**src/rtl/run_control.sv**
```systemverilog
// Run/step/stop clock-enable controller for the core and cycle counter.
// Three raw pushbuttons are synchronised, debounced and edge-detected before driving the FSM.

module run_control_debounce #(
   parameter int DB_COUNT = 1000000,
   parameter int DB_WIDTH = 20
) (
   input  logic clock,
   input  logic reset,
   input  logic raw,
   output logic press
);
   localparam logic [DB_WIDTH-1:0] CNT_LAST = DB_WIDTH'(DB_COUNT - 1);

   logic                s1;
   logic                s2;
   logic                db;
   logic                db_d;
   logic [DB_WIDTH-1:0] cnt;

   always_ff @(posedge clock) begin
      if (reset) begin
         s1   <= 1'b0;
         s2   <= 1'b0;
         db   <= 1'b0;
         db_d <= 1'b0;
         cnt  <= '0;
      end else begin
         s1   <= raw;
         s2   <= s1;
         db_d <= db;
         // any agreement with the current level restarts the stability window
         if (s2 == db) begin
            cnt <= '0;
         end else if (cnt == CNT_LAST) begin
            db  <= s2;
            cnt <= '0;
         end else begin
            cnt <= cnt + DB_WIDTH'(1);
         end
      end
   end

   assign press = db & ~db_d;
endmodule

// state | meaning
// IDLE  | stopped, ce low, waiting for a run or step press
// RUN   | free-running, ce high unless halt
// STEP  | single ce cycle, then back to IDLE
// HALT  | core retired a halt; frozen until reset
module run_control #(
   parameter int DB_COUNT = 1000000,
   parameter int DB_WIDTH = 20
) (
   input  logic clock,
   input  logic reset,
   input  logic btn_run,
   input  logic btn_step,
   input  logic btn_stop,
   input  logic halt,
   output logic ce,
   output logic running,
   output logic halted
);
   typedef enum logic [1:0] {
      S_IDLE = 2'd0,
      S_RUN  = 2'd1,
      S_STEP = 2'd2,
      S_HALT = 2'd3
   } state_t;

   state_t state;
   state_t state_nxt;
   logic   run_press;
   logic   step_press;
   logic   stop_press;

   run_control_debounce #(.DB_COUNT(DB_COUNT), .DB_WIDTH(DB_WIDTH)) u_db_run (
      .clock (clock),
      .reset (reset),
      .raw   (btn_run),
      .press (run_press)
   );

   run_control_debounce #(.DB_COUNT(DB_COUNT), .DB_WIDTH(DB_WIDTH)) u_db_step (
      .clock (clock),
      .reset (reset),
      .raw   (btn_step),
      .press (step_press)
   );

   run_control_debounce #(.DB_COUNT(DB_COUNT), .DB_WIDTH(DB_WIDTH)) u_db_stop (
      .clock (clock),
      .reset (reset),
      .raw   (btn_stop),
      .press (stop_press)
   );

   always_ff @(posedge clock) begin
      if (reset) begin
         state <= S_IDLE;
      end else begin
         state <= state_nxt;
      end
   end

   always_comb begin
      state_nxt = state;
      case (state)
         S_IDLE: begin
            // stop outranks step, which outranks run
            if (halt)            state_nxt = S_HALT;
            else if (stop_press) state_nxt = S_IDLE;
            else if (step_press) state_nxt = S_STEP;
            else if (run_press)  state_nxt = S_RUN;
         end
         S_RUN: begin
            if (halt)            state_nxt = S_HALT;
            else if (stop_press) state_nxt = S_IDLE;
         end
         S_STEP: begin
            if (halt) state_nxt = S_HALT;
            else      state_nxt = S_IDLE;
         end
         S_HALT: begin
            state_nxt = S_HALT;
         end
         default: begin
            state_nxt = S_IDLE;
         end
      endcase
   end

   // ce drops combinationally so the core never advances past a retired halt
   always_comb begin
      ce      = 1'b0;
      running = 1'b0;
      halted  = 1'b0;
      if ((state == S_RUN || state == S_STEP) && !halt) ce = 1'b1;
      if (state == S_RUN)  running = 1'b1;
      if (state == S_HALT) halted  = 1'b1;
   end
endmodule
```
**config.mk**
```make
export PLATFORM = sky130hd
export DESIGN_NAME = run_control
export DESIGN_NICKNAME = d
export VERILOG_FILES = /design/src/rtl/run_control.sv
export SDC_FILE = /design/constraint.sdc
export NUM_CORES = 1
export LEC_CHECK = 0
export ABC_AREA = 1
export BUFFER_PORTS_ARGS = -buffer_cell sky130_fd_sc_hd__buf_4
export CAP_MARGIN = 0
export CORE_UTILIZATION = 55
export CTS_CLUSTER_DIAMETER = 120
export DETAILED_ROUTE_END_ITERATION = 16
export PLACE_DENSITY = 0.7
export SYNTH_ARGS = -nofsm -noshare
export SYNTH_HDL_FRONTEND = slang
export SYNTH_HIERARCHICAL = 1
export SYNTH_SLANG_ARGS = --single-unit
```
**constraint.sdc**
```tcl
create_clock -name clock -period 1.9 [get_ports clock]
set_clock_uncertainty 0.05 [all_clocks]
set_input_delay 0.38 -clock clock [delete_from_list [all_inputs] [get_ports clock]]
set_output_delay 0.38 -clock clock [all_outputs]
set_load 0.1 [all_outputs]
```
# After elaboration in Yosys (flattened, before gate mapping)
# Index checks and enable logic that the tools add are counted.
dict set report word_totals {
  output_inout_bits 3
  ff_bits 74
  inputBits 6
}
dict set report classes {
  eq_ne 11
  addsub 3
  bitwise_logic 9
  n_reduce_logical 11
  n_mux 11
}
# operator count
set op_table {}
lappend op_table {{adder 20 x 1 -> 20 bit, second input constant} 3}
lappend op_table {{== test 20 bit, second input constant} 3}
lappend op_table {{two-way mux 2 bit} 7}
lappend op_table {{OR reduction 3 bit} 3}
lappend op_table {{one-hot mux 2 bit (4 select lines)} 1}
lappend op_table {{AND reduction 2 bit} 4}
lappend op_table {{NOT 1 bit} 6}
lappend op_table {{!= test 5 bit, second input constant} 1}
lappend op_table {{== test 2 bit, second input constant} 2}
lappend op_table {{AND 1 bit} 3}
lappend op_table {{== test 1 bit} 3}
lappend op_table {{two-way mux 1 bit} 3}
lappend op_table {{!= test 3 bit, second input constant} 1}
lappend op_table {{== test 2 x 1 -> 1 bit, second input constant} 1}
lappend op_table {{logical NOT 2 bit} 1}
lappend op_table {{logical AND 1 bit} 1}
lappend op_table {{logical NOT 1 bit} 1}
lappend op_table {{logical OR 1 bit} 1}

# Longest topological paths before layout
# Gate-level depths: netlist of run 1.
dict set report logic_depth {
  depth_word 7
  mapped_depth 9
  ltp_nobuf 9
}

# By module
# Netlist of run 1, hierarchy kept.
# mod n_inst seq_area_each_um2 cells_per_inst area_each_um2
set modules_own_cells {}
lappend modules_own_cells {run_control_debounce 3 480.5 168 1219.9}
lappend modules_own_cells {run_control 1 40.0 40 227.7}

# Worst setup path before layout of run 1
# OpenSTA, ideal clock, no wires.
dict set report synth_path {
  path_type {reg-to-output}
  start {register state[0]}
  end {output ce}
  arrival_time_ps 1963
  path_stages_with_launch 5
  path_buffers 0
  setup_slack_ps -493
  required_time_ps 1470
  path_cell_list {dfxtp_1 -> inv_1 -> ha_1 -> inv_1 -> nor2_1}
}
dict set report synth_between {
  elab_chain_cells 4
}
# element line
set synth_rtl {}
lappend synth_rtl {{from (decl)} 73} ;# state_t state;
lappend synth_rtl {{from (signal assigned)} 104} ;# state <= state_nxt;
lappend synth_rtl {{== test 2 x 1 -> 1 bit or == test 2 bit (tied branches)} 140} ;# if ((state == S_RUN || state == S_STEP) && !halt) ce = 1'b1;
lappend synth_rtl {{logical OR 1 bit (*)} 140}
lappend synth_rtl {{logical AND 1 bit (*)} 140}
lappend synth_rtl {{two-way mux 1 bit (*)} 140}
lappend synth_rtl {{to (decl)} 62} ;# output logic ce,
# Every way passes the cells marked *; elsewhere a longest branch is shown, timed or not.

# Final worst setup path of run 1
dict set report layout_path {
  start {register state[1]}
  end {output ce}
}
# Same word-level chain as after synthesis.

==> metrics.txt, run 1 <==
status completed; pre-CTS setup slack 328 ps; Distinct cells, synth 24; final net count 572; # IOs 9; grt met2 use 38.9%; sequential share of the synthesized area 38.1%; Vias 3311; TritonCTS clock tree done; CTS H-tree lvls 3; clock power share 43.1%; PortBufs 8; Final Hold Fails 0; CP Capture Point ce; Placed Area 4020 µm²; cell accounting for the most synthesized area dfxtp_1; antenna violations before repair 0; depth of the worst register-to-register path 6; actual slew at the worst max-slew pin 287 ps; hold_buf cts 0; RSZ-0062 raised after global routing no; most frequent cell on the critical path inv_1; Internal 0.00263 W; max-slew violations 0; Vias per Instance 5.01; Sw Share 24.5%; area growth from synthesis to layout 10.1%; die width 86.1 µm; first-pass GRT wire length 13300 µm; Mapped Nets 556; number of global-route vias before repair 3101; Max FO, Critical Path 3; Root Driver clkbuf_8; Syn Std Cell Area 3890 µm²; post-synth top area share 38.1%; Routed WL per cell 11.3 µm; CTS Buffer Depth 2; grt total ovfl 0; CTS Sinks 74; FF-to-FF End u_db_stop/cnt[13]$_SDFF_PP0_; NetSw 0.000857 W; final core utilization 63.0%; final worst slack 85.2 ps; Die Y 86.1 µm; drt pass-1 iters 5; Worst R2R Setup Slack 330 ps; critical path class reg2out; routed wire length 7440 µm; residual DRC count 0; Syn Area/Cell 7.15 µm²; hold crit path type in2reg; Worst Path Required 1470 ps; cell breakdown of the critical path inv_1, ha_1, inv_1, nor2_4, buf_12; Sequential Power Share 45.6%; # diodes 0; CP startpoint state[1]$_SDFFE_PP0P_; Yosys reg bits 74; arrival time worst endpoint 1380 ps; worst hold slack 190 ps; Comb pwr share 11.4%; slowest CP cell dfxtp_2; fillers 606; Placer Congestion 0.841; MaxCap Viol Count 0; largest net degree at the start of global routing 19; GR Util All Layers 22.3%; Starting Density 57.2%; Critical Path Max Stage Delay 350 ps; final design area excluding fillers 4280 µm²; Leak Pwr 1.35 nW; power per standard cell area 815 nW/µm²; Tmin final 1810 ps; met1 GRT Util 27.3%; synth warn 6; Detailed Route Iter0 Violations 135; die area 7410 µm²; ranking of synthesized cells by area dfxtp_1, nand2_1, nor2_1, nor2_2, inv_1; Clock Pin Slew Worst Setup and Hold Paths 70 ps; share of cells above drive strength 1 19.8%; Post-Route Setup TNS 0 ps; busiest grt layer met2; CP startpoint kind register; Final ANT Viol Nets 0; Reg2Reg Launch Point u_db_stop/cnt[0]$_SDFF_PP0_; area of the core 6790 µm²; worst vdd ir 0.000432 V; Mapped Cells 544; Fmax 551 MHz; Placement Rows 30; DPL Wire Length 5520 µm; clk_lat worst skew 340 ps; Slew headroom 80.9%; fin crit share 95.5%; Setup crit end kind output pin; met3 GRT Util 4.14%; Setup Viol. Count Final 0; clock buffer count from CTS 9
==> power groups by stage <==
stage	Clock [W]	Sequential [W]	Combinational, W
after floorplan	0	0.00162	0.000312
after global placement	0	0.00162	0.000367
after detailed placement	0	0.00162	0.000372
after CTS	0.00154	0.00159	0.000380
after global routing	0.00161	0.00159	0.000437
final	0.00150	0.00159	0.000396
==> worst min-delay path by stage <==
stage | start | slack [ps] | cells after the start | to
after global placement | u_db_step/s1$_SDFF_PP0_ | 340 | 2 | u_db_step/s2$_SDFF_PP0_
after detailed placement | u_db_step/s1$_SDFF_PP0_ | 350 | 2 | u_db_step/s2$_SDFF_PP0_
after CTS | btn_step | 180 | 3 | u_db_step/s1$_SDFF_PP0_
final | btn_step | 190 | 3 | u_db_step/s1$_SDFF_PP0_
after global routing | btn_step | 180 | 3 | u_db_step/s1$_SDFF_PP0_
after floorplan | u_db_run/s1$_SDFF_PP0_ | 340 | 2 | u_db_run/s2$_SDFF_PP0_
==> worst max-delay path: cells and delay by family, from the launching register on <==
family,cells,cell delay [ps]
adder cells (fa/ha/maj),1,300
buffers and inverters,3,310
flip-flops,1,350
AND/OR/NAND/NOR,1,100
==> Yosys cell counts <==
library cell / number
nand3b_1: 3
xor2_1: 6
nor3_1: 9
dfxtp_1: 74
or2_0: 6
inv_2: 9
a21oi_1: 21
o21bai_1: 3
nor2_1: 89
nand3_2: 10
nand2_2: 7
xnor2_1: 12
and2_1: 6
nand2_1: 118
nor2_4: 3
nor2_2: 43
nand2_4: 3
ha_1: 6
a21oi_2: 10
buf_12: 3
o21ai_0: 10
nand4_1: 12
inv_1: 53
nand3_1: 28
==> flip-flops by register name, summed over array words and instances, names as in the netlist, 2 cells and up <==
signal and count:
state 2, u_db_stop/cnt 20, u_db_step/cnt 20, u_db_run/cnt 20
==> cell usage in the layout, fill, tap and decap left out, types with 6 or more instances in the layout <==
cell type	n
a21oi_1	21
ha_1	6
xor2_1	6
nor2_2	43
buf_4	7
or2_0	6
clkbuf_8	11
nand2_2	7
nand3_1	28
and2_1	6
inv_1	53
o21ai_0	10
nor2_1	88
nand4_1	12
a21oi_2	10
inv_2	9
nand3_2	10
xnor2_1	12
dfxtp_1	72
nor3_1	9
nand2_1	118
==> final cells by class <==
type	count	area, µm²	area share (%)
repair buffers	8	72.6	1.69
flip-flops and latches	74	1480	34.7
multi-input cells	405	2120	49.5
clock buffers	11	151	3.54
well taps	96	120	2.81
clock inverters	5	100	2.34
inverters	62	233	5.44
==> metrics by stage <==
step,power [W],std cells
global route,0.00364,661
finish,0.00349,661
detailed placement,0.00200,645
CTS,0.00351,661
global placement,0.00199,645
floorplan,0.00193,544
==> cell families after synthesis <==
kind of cell / count (synthesis) / synth area share, %
compound gates: 44 / 6.82
xor+xnor: 18 / 4.06
fa+ha+maj: 6 / 1.93
buf+inv: 65 / 7.53
flops: 74 / 38.1
simple gates: 337 / 41.6
==> routing by layer <==
| layer | share of wire [%] | vias up |
|---|---|---|
| li1 | - | 1749 |
| met1 | 47 | 1507 |
| met2 | 48 | 44 |
| met3 | 3.4 | 11 |
| met4 | 1.5 | 0 |
| met5 | 0 | - |
==> repair_timing <==
item,in CTS,in global routing
setup buffers,0,0
gates resized for setup,1,4
setup endpoints to repair,1,1
Power figures use the tool's default switching activity.
==> run 2: changes to the inputs <==
--- a/config.mk
+++ b/config.mk
@@ -8,6 +8,7 @@
 export ABC_AREA = 1
 export BUFFER_PORTS_ARGS = -buffer_cell sky130_fd_sc_hd__buf_4
 export CAP_MARGIN = 0
+export CORE_ASPECT_RATIO = 0.9
 export CORE_UTILIZATION = 55
 export CTS_CLUSTER_DIAMETER = 120
 export DETAILED_ROUTE_END_ITERATION = 16
==> run 2 against run 1 <==
Against the previous run: first-iteration DRC count is 8.1% lower; register-to-register slack better by 20 ps; flip-flop and latch count unchanged; non-clock buffer count rose by 1; via count decreased by 1.1%; sequential power hardly changed; final area shrank 1.3%; worst hold slack worse by 20 ps; global-route usage fell by 0.61 points; wire length is 1.4% lower; count of clock-buffer cells in the layout unchanged.
==> metrics.txt, run 2 (synthesized netlist as in run 1, its figures left out) <==
status completed (unchanged); die area 7410 µm² (about the same); Die Y 81.8 µm (was 86.1 µm); Vias per Instance 4.99 (was 5.01); pre-CTS setup slack 349 ps (was 328 ps); Setup Viol. Count Final 0 (unchanged); Comb pwr share 13.6% (was 11.4%); # IOs 9 (unchanged); fin crit share 95.7% (was 95.5%); DPL Wire Length 5360 µm (was 5520 µm); worst vdd ir 0.000397 V (was 0.000432 V); NetSw 0.000896 W (was 0.000857 W); Final ANT Viol Nets 0 (unchanged); Worst R2R Setup Slack 350 ps (was 330 ps); Reg2Reg Launch Point u_db_run/cnt[0]$_SDFF_PP0_ (was u_db_stop/cnt[0]$_SDFF_PP0_); Tmin final 1820 ps (was 1810 ps); number of global-route vias before repair 3000 (was 3101); final worst slack 81.7 ps (was 85.2 ps); GR Util All Layers 21.7% (was 22.3%); TritonCTS clock tree done (unchanged); PortBufs 8 (unchanged); drt pass-1 iters 4 (was 5); Routed WL per cell 11.2 µm (was 11.3 µm); clock buffer count from CTS 9 (unchanged); # diodes 0 (unchanged); Pwr Total 0.00313 W (was 0.00349 W); Vias 3275 (was 3311); commonest non-fill, non-tap cell in the layout nand2_1 (unchanged); Sequential Power Share 50.8% (was 45.6%); Largest regs u_db_run/cnt (20), u_db_step/cnt (20), u_db_stop/cnt (20) (unchanged); actual slew at the worst max-slew pin 276 ps (was 287 ps); clock power share 35.6% (was 43.1%); most frequent cells in the layout nand2_1, nor2_1, dfxtp_1, inv_1, nor2_2 (unchanged); Fmax 550 MHz (was 551 MHz); power per standard cell area 741 nW/µm² (was 815 nW/µm²); largest net degree at the start of global routing 19 (unchanged); grt total ovfl 0 (unchanged); routed wire length 7330 µm (was 7440 µm); MaxCap Viol Count 0 (unchanged); area growth from synthesis to layout 8.66% (was 10.1%); Worst Path Required 1470 ps (about the same); Leak Pwr 1.32 nW (was 1.35 nW); first-pass GRT wire length 12800 µm (was 13300 µm); die width 90.6 µm (was 86.1 µm); hold path depth 3 (unchanged); antenna violations before repair 0 (unchanged); area of the core 6690 µm² (was 6790 µm²); arrival time worst endpoint 1390 ps (was 1380 ps); critical path class reg2out (unchanged); hold path endpoint u_db_step/s1$_SDFF_PP0_ (unchanged); clk_lat worst skew 360 ps (was 340 ps); depth of the worst register-to-register path 6 (unchanged); hold crit path type in2reg (unchanged); max-slew violations 0 (unchanged); residual DRC count 0 (unchanged); Internal 0.00223 W (was 0.00263 W); CTS Buffer Depth 2 (unchanged); CTS H-tree lvls 3 (unchanged); Slew headroom 81.6% (was 80.9%); RSZ-0062 raised after global routing no (unchanged); Clock Pin Slew Worst Setup and Hold Paths 80 ps (was 70 ps); CP startpoint kind register (unchanged); share of cells above drive strength 1 20.1% (was 19.8%); Max FO, Critical Path 3 (unchanged); hold path startpoint btn_step (unchanged); Post-Route Setup TNS 0 ps (unchanged); Root Driver clkbuf_8 (unchanged); Placer Congestion 0.866 (was 0.841); Starting Density 58.1% (was 57.2%); Detailed Route Iter0 Violations 124 (was 135); CP startpoint state[0]$_SDFFE_PP0P_ (was state[1]$_SDFFE_PP0P_); Placement Rows 28 (was 30); FF-to-FF End u_db_run/cnt[15]$_SDFF_PP0_ (was u_db_stop/cnt[13]$_SDFF_PP0_); final design area excluding fillers 4220 µm² (was 4280 µm²); final net count 573 (was 572); Final Hold Fails 0 (unchanged); worst hold slack 170 ps (was 190 ps); hold_buf cts 0 (unchanged); Placed Area 4010 µm² (was 4020 µm²); Sw Share 28.6% (was 24.5%); Setup crit end kind output pin (unchanged); CTS Sinks 74 (unchanged)
run 2: cell count changes in the layout (fill, tap and decap cells not counted):
cell and delta:
ha_4 +1, clkbuf_1 +1, bufinv_16 -3, ha_1 -1, clkinv_2 -1, inv_2 +1, clkbuf_8 -1, buf_4 +1
clkinv_4 +4, inv_1 -1
run 2: final cells by class:
cell class | count | area (µm²)
Multi-Input combinational cell | 405 | 2130
Timing Repair Buffer | 9 | 80.1
Fill cell | 644 | 2470
Clock buffer | 11 | 141
Sequential cell | 74 | 1480
Tap cell | 90 | 113
Inverter | 62 | 233
Clock inverter | 5 | 40.0
run 2: metrics by stage:
step	instances	util, %
floorplan	544	-
global placement	639	59.9
detailed placement	639	59.9
CTS	655	62.7
global route	656	63.1
finish	656	63.1
run 2: worst max path at each step:
stage	endpoint	slack, ps	depth (start not counted)
after floorplan	state[1]$_SDFFE_PP0P_	170	6
after global placement	ce	380	5
after detailed placement	ce	350	5
after CTS	ce	1	5
after global routing	ce	10	5
final	ce	80	5
run 2: power groups by stage:
stage               Combinational [W]  Sequential (W)  Clock, W
floorplan                    0.000312         0.00162         0
global placement             0.000366         0.00162         0
detailed placement           0.000367         0.00162         0
CTS                          0.000382         0.00159   0.00116
global route                 0.000467         0.00159   0.00122
finish                       0.000425         0.00159   0.00111
run 2: repair_timing:
item	4_1_cts	5_1_grt
resized for setup	2	5
pin swaps	0	2
buffers inserted	0	1
endpoints found under the setup margin	1	1
run 2: critical path, stage by stage (launching register included):
cell and delay (ps):
dfxtp_2 360, inv_2 60, ha_4 260, inv_1 50, nor2_4 130, buf_12 180
run 2: per-layer routing:
layer	part of all wire [%]	track usage (%)	wire length (µm)	vias up
li1	-	-	-	1741
met1	50	27.4	3680	1493
met2	45	35.9	3320	31
met3	2.9	5.37	212	10
met4	1.6	8.71	120	0
met5	0	0	0	-
